==> config.mk <==
export PLATFORM = sky130hd
export DESIGN_NAME = alu_issue_ctrl
export DESIGN_NICKNAME = d
export VERILOG_FILES = /design/src/rtl/alu_issue_ctrl.sv
export SDC_FILE = /design/constraint.sdc
export NUM_CORES = 1
export LEC_CHECK = 0
export CORE_MARGIN = 2
export CORE_UTILIZATION = 47
export CTS_CLUSTER_SIZE = 8
export DETAILED_ROUTE_END_ITERATION = 10
export GPL_ROUTABILITY_DRIVEN = 1
export PLACE_DENSITY = 0.84
export SYNTH_ARGS = -nofsm -noshare
export SYNTH_HDL_FRONTEND = slang
export SYNTH_SLANG_ARGS = --single-unit
==> constraint.sdc <==
create_clock -name clk -period 5.27 [get_ports clk]
set_input_delay 0.527 -clock clk [delete_from_list [all_inputs] [get_ports clk]]
set_output_delay 0.527 -clock clk [all_outputs]
set_load 0.02 [all_outputs]
==> src/rtl/alu_issue_ctrl.sv <==
// rtl/alu_issue_ctrl.sv - issue/sequencing controller with RAW/WAW scoreboard ahead of the ALU stage
module alu_issue_ctrl #(
    parameter logic [3:0] MULTI_COP  = 4'b0110,
    parameter int         MC_LATENCY = 4
) (
    input  logic       clk,
    input  logic       reset,
    input  logic       dec_valid,
    input  logic [3:0] dec_cop,
    input  logic [2:0] dec_srcA,
    input  logic [2:0] dec_srcB,
    input  logic       dec_usesB,
    input  logic       dec_we,
    input  logic [2:0] dec_dest,
    input  logic       wb_we,
    input  logic [2:0] wb_addr,
    input  logic       flush,
    output logic       enable_alu,
    output logic       alu_we,
    output logic       issue,
    output logic       stall_dec,
    output logic       alu_busy,
    output logic       res_valid,
    output logic [7:0] pending
);

    typedef enum logic {
        ST_READY = 1'b0,
        ST_BUSY  = 1'b1
    } state_t;

    // Countdown starts two below the latency: the issue cycle and the final BUSY cycle are not counted.
    localparam logic [3:0] CNT_INIT = 4'(MC_LATENCY - 2);

    state_t     state_q, state_d;
    logic [3:0] cnt_q, cnt_d;
    logic [7:0] pending_q, pending_d;
    logic       res_valid_q, res_valid_d;

    logic       hazard;
    logic       is_multi;
    logic       in_reset;

    // Hazard detection and issue decision from registered state only.
    always_comb begin
        in_reset   = ~reset;
        is_multi   = (dec_cop == MULTI_COP);
        hazard     = pending_q[dec_srcA]
                   | (dec_usesB & pending_q[dec_srcB])
                   | (dec_we & pending_q[dec_dest]);
        issue      = ~in_reset & (state_q == ST_READY) & dec_valid & ~hazard & ~flush;
        stall_dec  = dec_valid & ~issue;
        alu_we     = issue & dec_we;
        enable_alu = ~in_reset & (state_q == ST_READY);
        alu_busy   = ~in_reset & (state_q == ST_BUSY);
        pending    = pending_q;
        res_valid  = res_valid_q;
    end

    // Next-state: FSM, multi-cycle countdown, scoreboard and result-valid pulse.
    always_comb begin
        state_d     = state_q;
        cnt_d       = cnt_q;
        pending_d   = pending_q;
        res_valid_d = 1'b0;

        if (in_reset || flush) begin
            state_d   = ST_READY;
            cnt_d     = 4'd0;
            pending_d = 8'h00;
        end else begin
            // Clear first so a same-edge set to the same register wins.
            if (wb_we) begin
                pending_d[wb_addr] = 1'b0;
            end
            if (issue && dec_we) begin
                pending_d[dec_dest] = 1'b1;
            end

            case (state_q)
                ST_READY: begin
                    if (issue && is_multi) begin
                        state_d = ST_BUSY;
                        cnt_d   = CNT_INIT;
                    end
                end
                ST_BUSY: begin
                    if (cnt_q == 4'd0) begin
                        state_d = ST_READY;
                    end else begin
                        cnt_d = cnt_q - 4'd1;
                    end
                end
                default: begin
                    state_d = ST_READY;
                    cnt_d   = 4'd0;
                end
            endcase

            // Single-cycle ops finish one cycle after issue; multi-cycle ops flag the last BUSY cycle.
            res_valid_d = (issue & ~is_multi) | ((state_d == ST_BUSY) & (cnt_d == 4'd0));
        end
    end

    // State registers with synchronous active-low reset.
    always_ff @(posedge clk) begin
        if (!reset) begin
            state_q     <= ST_READY;
            cnt_q       <= 4'd0;
            pending_q   <= 8'h00;
            res_valid_q <= 1'b0;
        end else begin
            state_q     <= state_d;
            cnt_q       <= cnt_d;
            pending_q   <= pending_d;
            res_valid_q <= res_valid_d;
        end
    end

endmodule
Word-level counts from Yosys, hierarchy flattened
Index checks and enable logic that the tools add are counted.

operators by class
  add/sub/neg operators = 1
  magnitude comparators = 6
  equality and inequality tests = 1
  mux-type cells = 21
  bitwise logic cells = 23
  reductions and logical operators = 8

operators with widths
  operator                                                                       count
  8-bit two-way mux                                                              3
  3-bit by 4-bit less-than comparator with 1-bit output (second input constant)  4
  4-bit two-way mux                                                              3
  1-bit bitwise AND                                                              11
  1-bit binary-select mux with 3-bit select                                      3
  8-bit bitwise AND                                                              1
  4-bit logical NOT                                                              2
  1-bit two-way mux                                                              8
  8-bit inverter                                                                 1
  8-bit bitwise OR                                                               1
  4-bit one-hot mux with 2 select lines                                          1
  1-bit demux with 3-bit select                                                  2
  3-bit by 1-bit >= comparator with 1-bit output (second input constant)         2
  1-bit inverter                                                                 6
  4-bit by 3-bit == test with 1-bit output (second input constant)               1
  1-bit logical AND                                                              4
  4-bit by 1-bit subtractor with 4-bit output (second input constant)            1
  1-bit bitwise OR                                                               3
  1-bit one-hot mux with 2 select lines                                          1
  2-bit OR reduction                                                             1
  1-bit logical OR                                                               1

storage, ports and cells
  register bits = 14
  word-level logic and storage cells = 64

Longest topological paths before layout
  depth after elaboration = 15
  depth in mapped cells = 6

Worst setup path after synthesis
No wires, ideal clock.

  kind = input to output
  start = in dec_dest[1]
  end = out alu_we
  arrival time = 2.365 ns
  required time = 4.743 ns
  setup slack = 2.378 ns
  stages on the path = 6
  path buffers = 2
  cell sequence = clkbuf_1 mux4_2 a2111oi_4 nand3_2 buf_6 nor3b_1

between the ends
  word-level cells in the longest chain between the ends = 8

ends and longest elaborated chain
  item                                       line  text
  start, declared                            14    input logic [2:0] dec_dest,
  1-bit binary-select mux with 3-bit select  50    | (dec_we & pending_q[dec_dest]);
  1-bit two-way mux (not written as such)    50
  1-bit bitwise AND                          50
  1-bit bitwise OR                           50
  1-bit inverter                             51    issue = ~in_reset & (state_q == ST_READY) & dec_valid & ~hazard & ~flush;
  1-bit bitwise AND (2 in a row)             51
  1-bit bitwise AND                          53    alu_we = issue & dec_we;
  end, declared                              19    output logic alu_we,

No other way between the ends. The select of a mux whose other input is x is not followed.

Worst setup path after layout
  start = in dec_dest[0]
  end = out alu_we

The elaborated chain is that of the path after synthesis.

==> flow_results.org <==
** Run status
- The run finished with clean final reports.

** Synthesis
- For this run, the leading register cell type out of synthesis is sky130_fd_sc_hd__dfxtp_1.
- Counting flops and latches in the post-synthesis netlist gives 14.
- By area, the combinational part of the netlist is dominated by compound AO/OA/AOI/OAI gates.
- Number of distinct library cell variants in the gate-level netlist after synthesis :: 43
- After synthesis, the share of flip-flops with an asynchronous set or reset is 0.
- Syn Inst Count :: 107
- Post-synthesis area per instance :: 9.61 um^2
- During synthesis, Yosys emitted a total of 0 warnings.
- Post-synthesis compound-gate area fraction :: 0.285
- Measured against the total synthesized area, the mux share comes to 0.151.
- Of the total synthesized cell area, the portion taken by AND, OR, NAND and NOR gates is 0.210.
- Number of synthesized flops with an enable pin :: 0
- Of the total synthesized cell area, the portion taken by full adders, half adders and majority gates is 0.0122.
- The cell area that synthesis handed to floorplanning was 0.00103 mm^2.
- Of the total synthesized cell area, the portion taken by XOR and XNOR cells is 0.0255.
- Synthesized Nets :: 131
- Of the synthesized area, sequential elements account for 0.273.

** Global routing
- The number of antenna violations at the first check in global routing was 0.
- The first global-routing pass estimated 4.53 mm of wire.
- Overall routing resource usage :: 0.231
- Number of global-route vias before repair :: 1025
- Entering global routing, the biggest net connects 15 pins.
- After global routing the overflow that remains totals 0.

** Floorplanning
- Die Y :: 50.8 um
- Initial Utilization :: 0.509
- Rows :: 16
- DIE WIDTH :: 50.8 um
- In this run the count of I/O pins placed on the die edge is 37.
- The die covers 0.00258 mm^2.
- In this run the standard cell core region covers 0.00202 mm^2.

** Clock tree
- TritonCTS built the clock tree.
- Depth of the CTS H-tree :: 1
- Clock insertion delay at the later pin of the skew report :: 280 ps
- Gates resized during post-CTS repair numbered 0.
- Cell at the root of the clock tree :: sky130_fd_sc_hd__clkbuf_4
- Once the clock tree was built, the setup fixing pass inserted 0 buffers.
- For this design, the sink count on the clock tree is 14.
- The number of hold buffers added after CTS was 0.
- Total clock buffers created by CTS :: 3
- Longest Clk Path Bufs :: 2
- Clock-pin slew reported for the worst setup and hold paths after clock tree synthesis :: 90 ps

** Worst setup path
- Cell class contributing the biggest share of worst-path delay :: buffers and inverters
- Count of cells along the worst register-to-register path :: 4
- Worst setup path endpoint :: alu_we
- CP endpoint kind :: primary output
- STA puts the critical path data required time at 4740 ps.
- The number of buffers and inverters on the critical path is 2.
- Startpoint of the worst-slack reg-to-reg timing path :: pending[2]
- Largest stage delay, worst path :: 630 ps
- Cell count along the critical path :: 6
- Counting stages on the worst path, the most repeated cell is sky130_fd_sc_hd__clkdlybuf4s50_1.
- The signal on the critical path passes through clkdlybuf4s50_1, mux4_2, a2111oi_4, nand3_2, nor3b_1, clkdlybuf4s50_1.
- End of the worst register-to-register path :: pending[2]
- In this run the worst path has a maximum fanout of 14.
- The slowest stage of the critical path is the sky130_fd_sc_hd__clkdlybuf4s50_1 cell.
- Setup slack on the worst reg-to-reg path comes out at 3020 ps.
- STA classifies the critical path startpoint as an input port.
- First element of the critical path :: dec_dest[0]
- Worst EP arrival :: 3290 ps
- Worst Path Class, Setup :: in2out

** Detailed routing
- Number of DRC markers after the initial detailed-route iteration :: 23
- In the routed layout, each cell is associated on average with a via count of 6.01.
- Highest metal layer with signal wires :: met4
- Dividing the detail-routed wire length by the instance count gives 16.1 um.
- After detailed routing, the number of remaining DRC violations is 0.
- After detailed routing, the met2 layer carries 1.39 mm of wire.
- Detailed routing inserted a total of 1016 vias.
- After detailed routing, the wire length on met1 is 1.10 mm.
- Wire segments on met3 add up to 138 um in the final route.
- Once detail routing completed, the nets flagged for antenna violations numbered 0.
- The first TritonRoute pass finished after 4 iterations.
- DRT Wirelength :: 2.71 mm

** Timing
- Worst Hold Margin :: 609 ps
- Worst-case clock skew :: 5.27 ps
- Unrepaired setup endpoints after global routing :: no
- Worst-margin pin slew :: 788 ps
- Rel. slew slack :: 0.473
- Based on the critical path, the design can be clocked at up to 262 MHz.
- The number of hold-slack violations in the final timing report is 0.
- Min Tclk post-route :: 3810 ps
- TNS Setup :: 0 ps
- Max-slew violation total from the final report :: 0
- Final setup fails :: 0
- Final cycle utilization of the critical path :: 0.723
- Final setup margin :: 1460 ps

** Hold path
- Path category of the worst min-delay check :: reg2reg

** Layout
- After filler insertion, the fill cell instance count of the layout stands at 161.
- Most common cell after layout, fill and taps aside :: sky130_fd_sc_hd__clkdlybuf4s50_1
- Once layout is complete, the utilization of the core stands at 0.709.
- The repair_antennas step left the layout with diodes totalling 0.
- Area taken by flip-flops and latches :: 280 um^2
- In the layout the commonest cells are sky130_fd_sc_hd__clkdlybuf4s50_1, sky130_fd_sc_hd__dfxtp_1, sky130_fd_sc_hd__nor2_1, sky130_fd_sc_hd__o211ai_1.
- Layout-stage area growth over the synthesis result :: 39.3%
- Area used by multi-input combinational logic :: 703 um^2
- In the final layout, the share of cells above drive strength 1 is 0.120.
- The net count of the finished layout is 167.

** Place
- Placer Congestion :: 0.963
- Port buffering added 36 buffers.
- Worst setup slack after placement :: 1470 ps
- Detailed placement finished with a half-perimeter wire length of 2.17 mm.

** Flow run
- Max-cap violations :: 0

** Pwr
- Across the VDD grid, the largest voltage drop is 0.000119 V.
- Overall power consumption after layout is estimated at 0.231 mW.
- Power Density :: 161 mW/mm^2
- Total leakage power :: 0.481 nW
==> Yosys cell counts (2+ instances only) <==
master                      number  area share
sky130_fd_sc_hd__nand2_1         4       0.015
sky130_fd_sc_hd__clkbuf_1        3       0.011
sky130_fd_sc_hd__nand2b_1        5       0.030
sky130_fd_sc_hd__nor3b_1         2       0.015
sky130_fd_sc_hd__a21oi_1         2      0.0097
sky130_fd_sc_hd__a211oi_1        3       0.022
sky130_fd_sc_hd__o21ai_0         4       0.019
sky130_fd_sc_hd__mux4_2          3       0.066
sky130_fd_sc_hd__nand4_1         2       0.012
sky130_fd_sc_hd__o41ai_1         4       0.034
sky130_fd_sc_hd__inv_1           5       0.018
sky130_fd_sc_hd__o211ai_1        6       0.044
sky130_fd_sc_hd__nor2_1          6       0.022
sky130_fd_sc_hd__dfxtp_1        14        0.27
sky130_fd_sc_hd__mux2i_1         5       0.049
sky130_fd_sc_hd__o311ai_0        2       0.017
sky130_fd_sc_hd__nand3_1         4       0.019
sky130_fd_sc_hd__o2bb2ai_1       2       0.017
sky130_fd_sc_hd__and2_1          2       0.012
sky130_fd_sc_hd__o41ai_2         3       0.047
sky130_fd_sc_hd__nor2b_1         3       0.018
sky130_fd_sc_hd__xor2_1          2       0.017
==> where the power goes <==
group	total, mW	internal, mW	switching, mW
Sequential	0.107	0.106	0.000347
Clock	0.0780	0.0420	0.0360
Combinational	0.0461	0.0248	0.0214
==> area by class of cell <==
| type | count | share of cell area |
|---|---|---|
| Clock buffer | 4 | 0.0253 |
| Inverter | 5 | 0.0131 |
| Multi-Input combinational cell | 83 | 0.491 |
| Sequential cell | 14 | 0.196 |
| Tap cell | 27 | 0.0236 |
| Timing Repair Buffer | 36 | 0.252 |
==> worst register-to-register path, stage by stage (launching register included) <==
cell and delay, ps:
sky130_fd_sc_hd__dfxtp_1 380, sky130_fd_sc_hd__mux4_2 510, sky130_fd_sc_hd__a2111oi_4 400, sky130_fd_sc_hd__nand3_2 310
sky130_fd_sc_hd__o41ai_1 520
==> sequential cells by signal (all words and copies together), names as in the netlist <==
name,flops
pending,8
state_q,1
cnt_q,4
res_valid,1
==> cell families (layout without fill, tap and decap cells) <==
logic type	Yosys count	count (layout)
AOI/OAI and AO/OA	33	33
muxes	10	10
xor gates and xnor gates	3	3
adders and majority gates	1	1
and+or+nand+nor	36	36
DFF	14	14
buffers and inverters	10	45
==> worst min-delay path by stage <==
stage | endpoint | slack, ps | start | cells after the start
CTS | pending[5] | 610 | pending[5] | 2
floorplan | cnt_q[3] | 550 | cnt_q[3] | 2
global route | pending[4] | 620 | pending[4] | 2
detailed placement | pending[7] | 580 | pending[7] | 2
finish | pending[4] | 610 | pending[4] | 2
global placement | pending[7] | 590 | pending[7] | 2
==> metal layers <==
metal,track usage,up-vias
met1,0.275,458
met2,0.412,51
met5,0,-
met3,0.0298,10
met4,0.104,0
li1,-,497
==> stage by stage <==
| step | instance area [um^2] | std cells |
|---|---|---|
| after floorplan | 1030 | 107 |
| after global placement | 1400 | 165 |
| after detailed placement | 1400 | 165 |
| after CTS | 1430 | 169 |
| after global routing | 1430 | 169 |
| final | 1430 | 169 |
Note: power is estimated with default switching activity, not from simulation.
